--- src/rtl/iob_reg_arb.sv ---
// -----------------------------------------------------------------------------
// iob_reg_arb
//
// Round-robin write arbiter in front of one shared enabled, synchronously
// clearable register. Each requester presents a request bit and a data word.
// One requester is granted at a time. Its word is loaded into the register,
// and a one-cycle acknowledge is returned to it.
//
// Optional feature macro: IOB_REG_ARB_LOCK_EN
//   When defined, this adds the lock_i port and the LOCKED state. An owner that
//   holds its lock bit keeps exclusive access for back-to-back writes.
//   When undefined, ACK always returns to IDLE.
//
// Parameters:
//   N_REQ   - number of requesters (2..16)
//   DATA_W  - register width
//   RST_VAL - register value on reset and on clear
//   ID_W    - (local) width of owner_o
//
// Ports:
//   clk_i     in   1             clock
//   cke_i     in   1             clock enable; low freezes all state
//   arst_n_i  in   1             asynchronous active-low reset
//   clr_i     in   1             synchronous clear of the register to RST_VAL
//   req_i     in   N_REQ         write request, one bit per requester
//   data_i    in   N_REQ*DATA_W  write data; requester k uses [k*DATA_W +: DATA_W]
//   lock_i    in   N_REQ         grant lock request (lock build only)
//   ack_o     out  N_REQ         one-cycle write acknowledge, one-hot or zero
//   data_o    out  DATA_W        register contents
//   owner_o   out  ID_W          index of the last granted requester
//   upd_o     out  1             one-cycle pulse: data_o changed by a granted write
//
// All outputs come straight from flops. No combinational path exists from
// the inputs to the outputs.
// -----------------------------------------------------------------------------
module iob_reg_arb #(
    parameter  int                N_REQ   = 4,
    parameter  int                DATA_W  = 21,
    parameter  logic [DATA_W-1:0] RST_VAL = {DATA_W{1'b0}},
    localparam int                ID_W    = $clog2(N_REQ)
) (
    input  logic                      clk_i,
    input  logic                      cke_i,
    input  logic                      arst_n_i,
    input  logic                      clr_i,
    input  logic [N_REQ-1:0]          req_i,
    input  logic [N_REQ*DATA_W-1:0]   data_i,
`ifdef IOB_REG_ARB_LOCK_EN
    input  logic [N_REQ-1:0]          lock_i,
`endif
    output logic [N_REQ-1:0]          ack_o,
    output logic [DATA_W-1:0]         data_o,
    output logic [ID_W-1:0]           owner_o,
    output logic                      upd_o
);

    typedef enum logic [1:0] {
        ST_IDLE   = 2'd0,
        ST_ACK    = 2'd1
`ifdef IOB_REG_ARB_LOCK_EN
        , ST_LOCKED = 2'd2
`endif
    } state_t;

    state_t              state;
    logic [ID_W-1:0]     ptr;        // last granted index; the search starts at ptr+1
    logic [ID_W-1:0]     owner;
    logic [N_REQ-1:0]    ack;
    logic                upd;
    logic [DATA_W-1:0]   data_q;

    logic [DATA_W-1:0]   slice [N_REQ];
    logic                win_valid;
    logic [ID_W-1:0]     win_idx;
    logic                grant;
    logic [ID_W-1:0]     grant_idx;
    logic                reg_en;
    logic [DATA_W-1:0]   reg_d;

    // Split the flat data bus into one word per requester.
    for (genvar k = 0; k < N_REQ; k++) begin : g_slice
        assign slice[k] = data_i[k*DATA_W +: DATA_W];
    end

    // Ring position 'offset' steps after 'base', modulo N_REQ.
    // This keeps the index legal when N_REQ is not a power of two.
    function automatic logic [ID_W-1:0] ring_idx(input logic [ID_W-1:0] base,
                                                 input int              offset);
        int sum;
        sum = (int'(base) + offset) % N_REQ;
        return sum[ID_W-1:0];
    endfunction

    // Round-robin winner search. The loop walks the ring from the farthest
    // position down to the nearest one. The last hit written is therefore the
    // first set bit after ptr.
    always_comb begin
        // NOTE: every signal assigned here gets a default first, so no path
        // leaves it unassigned and no latch is inferred.
        win_valid = 1'b0;
        win_idx   = '0;
        for (int i = N_REQ; i >= 1; i--) begin
            if (req_i[ring_idx(ptr, i)]) begin
                win_valid = 1'b1;
                win_idx   = ring_idx(ptr, i);
            end
        end
    end

    // Grant decision for this cycle. A clear always suppresses the grant.
    // In ACK no arbitration happens.
    always_comb begin
        grant     = 1'b0;
        grant_idx = win_idx;
        case (state)
            ST_IDLE: grant = win_valid & ~clr_i;
`ifdef IOB_REG_ARB_LOCK_EN
            ST_LOCKED: begin
                grant_idx = owner;
                grant     = ~clr_i & lock_i[owner] & req_i[owner];
            end
`endif
            default: grant = 1'b0;
        endcase
    end

    // Shared register: enabled by a grant or a clear. The clear wins the mux.
    assign reg_en = grant | clr_i;
    assign reg_d  = clr_i ? RST_VAL : slice[grant_idx];

    always_ff @(posedge clk_i or negedge arst_n_i) begin
        if (!arst_n_i) begin
            data_q <= RST_VAL;
        end else if (cke_i && reg_en) begin
            // NOTE: state is updated with non-blocking assignments only, so
            // every flop samples values from before the edge.
            data_q <= reg_d;
        end
    end

    // Arbitration FSM with registered ack/upd/owner/pointer.
    // The reset pointer of N_REQ-1 makes requester 0 win first.
    always_ff @(posedge clk_i or negedge arst_n_i) begin
        if (!arst_n_i) begin
            state <= ST_IDLE;
            ptr   <= ID_W'(N_REQ - 1);
            owner <= '0;
            ack   <= '0;
            upd   <= 1'b0;
        end else if (cke_i) begin
            case (state)
                ST_IDLE: begin
                    if (grant) begin
                        state <= ST_ACK;
                        ptr   <= grant_idx;
                        owner <= grant_idx;
                        ack   <= N_REQ'(1) << grant_idx;
                        upd   <= 1'b1;
                    end
                end
                ST_ACK: begin
                    // The acknowledge always completes, even under a clear.
                    ack <= '0;
                    upd <= 1'b0;
`ifdef IOB_REG_ARB_LOCK_EN
                    state <= lock_i[owner] ? ST_LOCKED : ST_IDLE;
`else
                    state <= ST_IDLE;
`endif
                end
`ifdef IOB_REG_ARB_LOCK_EN
                ST_LOCKED: begin
                    // Only the owner may write. Dropping the lock releases
                    // the register, but no grant is made in that cycle.
                    if (grant) begin
                        state <= ST_ACK;
                        ptr   <= grant_idx;
                        owner <= grant_idx;
                        ack   <= N_REQ'(1) << grant_idx;
                        upd   <= 1'b1;
                    end else if (!clr_i && !lock_i[owner]) begin
                        state <= ST_IDLE;
                    end
                end
`endif
                default: begin
                    state <= ST_IDLE;
                    ack   <= '0;
                    upd   <= 1'b0;
                end
            endcase
        end
    end

    assign ack_o   = ack;
    assign upd_o   = upd;
    assign owner_o = owner;
    assign data_o  = data_q;

endmodule

--- config.mk ---
export PLATFORM = sky130hd
export DESIGN_NAME = iob_reg_arb
export DESIGN_NICKNAME = d
export VERILOG_FILES = /design/src/rtl/iob_reg_arb.sv
export SDC_FILE = /design/constraint.sdc
export NUM_CORES = 1
export LEC_CHECK = 0
export CAP_MARGIN = 20
export CORE_MARGIN = 3
export CORE_UTILIZATION = 41
export CTS_BUF_LIST = sky130_fd_sc_hd__clkbuf_4 sky130_fd_sc_hd__clkbuf_8 sky130_fd_sc_hd__clkbuf_16
export DETAILED_ROUTE_END_ITERATION = 8
export GPL_ROUTABILITY_DRIVEN = 0
export GPL_TIMING_DRIVEN = 1
export PLACE_DENSITY = 0.87
export SLEW_MARGIN = 40
export SYNTH_ARGS = -nofsm -noshare
export SYNTH_HDL_FRONTEND = slang
export SYNTH_SLANG_ARGS = --single-unit
--- constraint.sdc ---
create_clock -name clk_i -period 3.15 [get_ports clk_i]
set_input_delay 0.945 -clock clk_i [delete_from_list [all_inputs] [get_ports clk_i]]
set_output_delay 0.945 -clock clk_i [all_outputs]
set_load 0.01 [all_outputs]
# ---- After elaboration in Yosys (flattened, before gate mapping)
# Cells that the tools add are included.
dict set report classes {
  order_cmp 5
  shifts 1
  add_sub_neg 4
  n_eq_ne 1
  n_reduce_logical 4
  muxes 27
  bitwise_logic 4
}
# operator count
set op_table {}
lappend op_table {{$mux W21} 3}
lappend op_table {{$bmux W21 S2} 1}
lappend op_table {{$lt A2 B3 Y1 const B} 4}
lappend op_table {{$mux W2} 6}
lappend op_table {{$mux W1} 11}
lappend op_table {{$bmux W1 S2} 4}
lappend op_table {{$mux W4} 2}
lappend op_table {{$add A2 B1 Y2 const B} 2}
lappend op_table {{$add A2 B2 Y2 const B} 2}
lappend op_table {{$shl A1 B2 Y4 const A} 1}
lappend op_table {{$ge A3 B3 Y1 const B} 1}
lappend op_table {{$not A2 Y3} 1}
lappend op_table {{$reduce_and A3 Y1} 1}
lappend op_table {{$logic_not A2 Y1} 1}
lappend op_table {{$ne A2 B2 Y1 const B} 1}
lappend op_table {{$reduce_and A2 Y1} 1}
lappend op_table {{$and A1 B1 Y1} 1}
lappend op_table {{$logic_and A1 B1 Y1} 1}
lappend op_table {{$not A1 Y1} 1}
lappend op_table {{$or A1 B1 Y1} 1}
dict set report totals {
  word_cells 52
  reg_bits 32
}

# ---- Logic depth before layout (Yosys ltp)
dict set report logic_depth {
  ltp_word 12
  mapped_depth 7
  mapped_depth_nobuf 5
}

# ---- Worst setup path before layout
# No wires, ideal clock.
dict set report synth_timing {
  path_type {input to register}
  from {in req_i[2]}
  to {reg data_q[10] (netlist: data_o[10])}
  t_required_ps 3016
  setup_ps 134
  path_buffers 1
  path_stages 6
  arrival_ps 2072
  slack_ps 944
  cell_sequence {nor4_1 nor2_1 and3_1 nand2_1 buf_2 o211ai_1}
}
dict set report synth_via {
  elab_chain_cells 11
  elab_cells_between_ends 25
  classes_between {mux (21); bitwise (3); reduce/logical (1)}
}
# item line_no
set synth_rtl {}
lappend synth_rtl {{from (decl)} 46} ;# input logic [N_REQ-1:0] req_i,
lappend synth_rtl {{$bmux W1 S2} 103} ;# if (req_i[ring_idx(ptr, i)]) begin
lappend synth_rtl {{$mux W1 (not written as such)} 103}
lappend synth_rtl {{$mux W2 (4 in series)} 103}
lappend synth_rtl {{$not A2 Y3 (not written as such)} 129} ;# assign reg_d = clr_i ? RST_VAL : slice[grant_idx];
lappend synth_rtl {{$bmux W21 S2} 129}
lappend synth_rtl {{$mux W21 (not written as such) (2 in series)} 129}
lappend synth_rtl {{$mux W21} 129}
lappend synth_rtl {{to (signal assigned)} 137} ;# data_q <= reg_d;
lappend synth_rtl {{to (decl)} 70} ;# logic [DATA_W-1:0] data_q;
# Several ways; a longest one is shown, not always the timed one. The select of a mux whose other input is x is not followed.
# A chain may end at the register's enable or synchronous reset.

# ---- Final worst setup path
dict set report layout_timing {
  from {in req_i[3]}
  to {reg data_q[12] (netlist: data_o[12])}
}
# Same word-level chain as after synthesis.

==> results.yml <==
global_route:
  overflow: 0
  grt_first_pass_wirelength_um: 11100
  number_of_global_route_vias_before_repair: 2247
  largest_net_degree_at_the_start_of_global_routing: 40
  initial_antenna_violation_count: 0
  global_routing_usage_summed_across_all_routing_layers: 0.240
worst_setup_path:
  reg2reg_depth: 4
  reg2reg_from: "state[0]"
  crit_required_ps: 3350
  critical_path.startpoint: "req_i[3]"
  critical_path.cell_chain: "clkdlybuf4s50_1 > nor4_1 > or4b_1 > nor2_2 > o21ai_0 > o211ai_2"
  timing.critical_path.to_type: "flop"
  critical-path-slowest-cell: "nor2_2"
  r2r-end: "data_o[12]"
  critical-path-max-stage-delay_ps: 630
  worstSetupPathType: "input pin to flop"
  timing.critical_path.from_type: "input pin"
  worstSetupEndpoint: "data_o[12]"
  setup.reg_to_reg.worst_slack_ps: 990
  crit_fanout: 21
  timing.critical_path.arrival_ps: 3130
detailed_routing:
  detailroute.wirelength.met2_um: 3630
  met3_wirelength_um: 429
  post_drt_via_cell_ratio: 5.35
  dr.max_layer_used: "met4"
  drc: 0
  drt_wl_total_um: 6760
  wire_length_on_met1_um: 2520
  detail_route.first_pass.iterations: 6
  vias: 2174
  detail-route-antenna-nets: 0
  drt_iter0_markers: 104
  drt-wirelength-per-cell_um: 16.6
timing:
  clock-skew-final_ps: 7.09
  max-slew-margin-rel: 0.470
  timing.final.crit_share: 0.929
  fmax_mhz: 342
  timing.final.hold_violations: 0
  worst_pin_slew_ps: 795
  period_minus_slack_ps: 2930
  finalMaxSlewViolations: 0
  finalSetupTns_ps: 0
  grt_setup_unrepaired: "false"
  setup-violations-final: 0
yosys:
  post_synthesis_async_set_or_reset_flop_share: 1.00
  syn_inst: 219
  ys_ff_latch: 30
  syn-num-nets: 311
  postSynthAreaPerCell_um2: 9.22
  ys.flop_type: "dfrtp_1"
  synth-warning-count: 0
  synth_enable_flop_cells: 0
  yosysUniqueCellTypes: 34
  sequential_cell_area_fraction_in_the_yosys_report: 0.373
  syn-cell-area_um2: 2020
clocking:
  clock_sinks: 30
  post_cts_resized: 0
  cts_root_buffer: "clkbuf_8"
  tritoncts_clock_tree: "built"
  path_clk_slew_ps: 70
  hold_buffers: 0
  cts-buffers-inserted: 5
  setup_buffers_after_cts: 0
  clock_insertion_delay_worst_skew_ps: 280
  cts.htree.levels: 2
  cts_buffer_depth: 2
floorplan:
  floorplan.die.height_um: 76.2
  floorplan.die_area_um2: 5800
  die_x_um: 76.2
  count_of_pins_on_the_block_boundary: 120
  initial_utilization: 0.442
  floorplan.core_area_um2: 4560
  placementRows: 24
final_layout:
  mostFrequentLayoutCell: "clkdlybuf4s50_1"
  post_route_cells_drive_above_1_share: 0.106
  final_nets: 432
  mostFrequentLayoutCells: "119 x clkdlybuf4s50_1, 28 x dfrtp_1, 27 x nand2_1"
  layout.cell_area.non_filler_um2: 3370
  antenna_cells: 0
  synthToLayoutAreaGrowth_pct: 67.1
pwr:
  leak_pwr_nw: 1.46
  clock_power_share: 0.192
  p_int_w: 0.00113
  share_comb_of_total_power: 0.474
  irDropWorstVdd_mv: 0.290
  net-switching-power_w: 0.000586
  sw_frac_of_total: 0.342
  power_density_nw_per_um2: 508
  p_seq_frac: 0.334
place:
  buffer_ports.inserted: 119
  post_dp_cell_area_um2: 3280
  place_hpwl_um: 5080
run_status:
  outcome: "completed"
min_path:
  hold_startpoint: "owner_o[1]"
  hp-class: "flop to flop"
run:
  max-cap-violations: 0
-- logic make-up (layout without fill, tap and decap cells) --
| logic type | after synthesis | count (layout) | share of synthesized area |
|---|---|---|---|
| AO/OA/AOI/OAI | 80 | 80 | 0.289 |
| multiplexers | 22 | 22 | 0.109 |
| buffers and inverters | 23 | 145 | 0.0669 |
| flip-flops | 30 | 30 | 0.373 |
| AND/OR/NAND/NOR | 64 | 64 | 0.162 |
-- area by class of cell --
class | instances | area [µm²]
repair buffers | 132 | 1290
inverters | 5 | 18.8
flip-flops and latches | 30 | 753
clock buffers | 6 | 82.6
clock inverters | 2 | 12.5
well taps | 65 | 81.3
fillers | 366 | 1190
multi-input cells | 166 | 1140
-- metrics by stage --
step                utilization  setup slack (ps)  total power [W]  std cells  hold slack, ps
CTS                       0.739               223          0.00173        406             489
floorplan                     -               944         0.000999        219             481
detailed placement        0.718             -64.7          0.00139        398             473
global placement          0.718              -266          0.00136        398             460
global route              0.739              37.6          0.00183        406             523
finish                    0.739               223          0.00171        406             479
-- per-layer routing --
| metal | global-route usage | vias up |
|---|---|---|
| li1 | - | 1048 |
| met1 | 0.257 | 1034 |
| met2 | 0.433 | 78 |
| met3 | 0.0745 | 14 |
| met4 | 0.103 | 0 |
| met5 | 0 | - |
-- registers in the layout, summed over array words and instances (netlist names) --
signal / cells
data_o: 21
state: 1
ack_o: 4
owner_o: 2
ptr: 2
-- synthesized netlist by cell type, types with 2 or more instances --
library cell	number	area, µm²
o22ai_1	4	25.0
buf_12	2	40.0
and3_1	23	144
dfstp_2	2	52.6
nor2_1	5	18.8
inv_1	5	18.8
a21oi_1	2	10.0
buf_2	3	15.0
o211ai_1	13	97.6
dfrtp_1	28	701
a21boi_0	22	165
mux2i_1	22	220
o211ai_2	8	100
clkbuf_1	10	37.5
o21ai_1	3	15.0
o21ai_0	20	100
nand2_1	27	101
a22oi_1	4	30.0
-- worst min-delay path by stage --
| stage | endpoint | slack [ps] | cells after the start |
|---|---|---|---|
| 6_report | owner_o[1] | 480 | 2 |
| 5_1_grt | data_o[16] | 520 | 2 |
| 4_1_cts | owner_o[1] | 490 | 2 |
| 3_5_place_dp | owner_o[1] | 470 | 2 |
| 3_3_place_gp | owner_o[1] | 460 | 2 |
| 2_1_floorplan | ptr[1] | 480 | 2 |
-- critical path, delay by kind of cell --
| family | cells | cell delay, ps |
|---|---|---|
| AOI/OAI and AO/OA | 2 | 400 |
| buffers and inverters | 1 | 550 |
| and+or+nand+nor | 3 | 1230 |
-- power groups by stage --
stage | clock, W | sequential [W] | combinational, W
after floorplan | 0 | 0.000613 | 0.000386
after global placement | 0 | 0.000570 | 0.000793
after detailed placement | 0 | 0.000577 | 0.000813
after CTS | 0.000336 | 0.000570 | 0.000819
after global routing | 0.000356 | 0.000586 | 0.000886
final | 0.000328 | 0.000573 | 0.000813
Power figures use the tool's default switching activity.
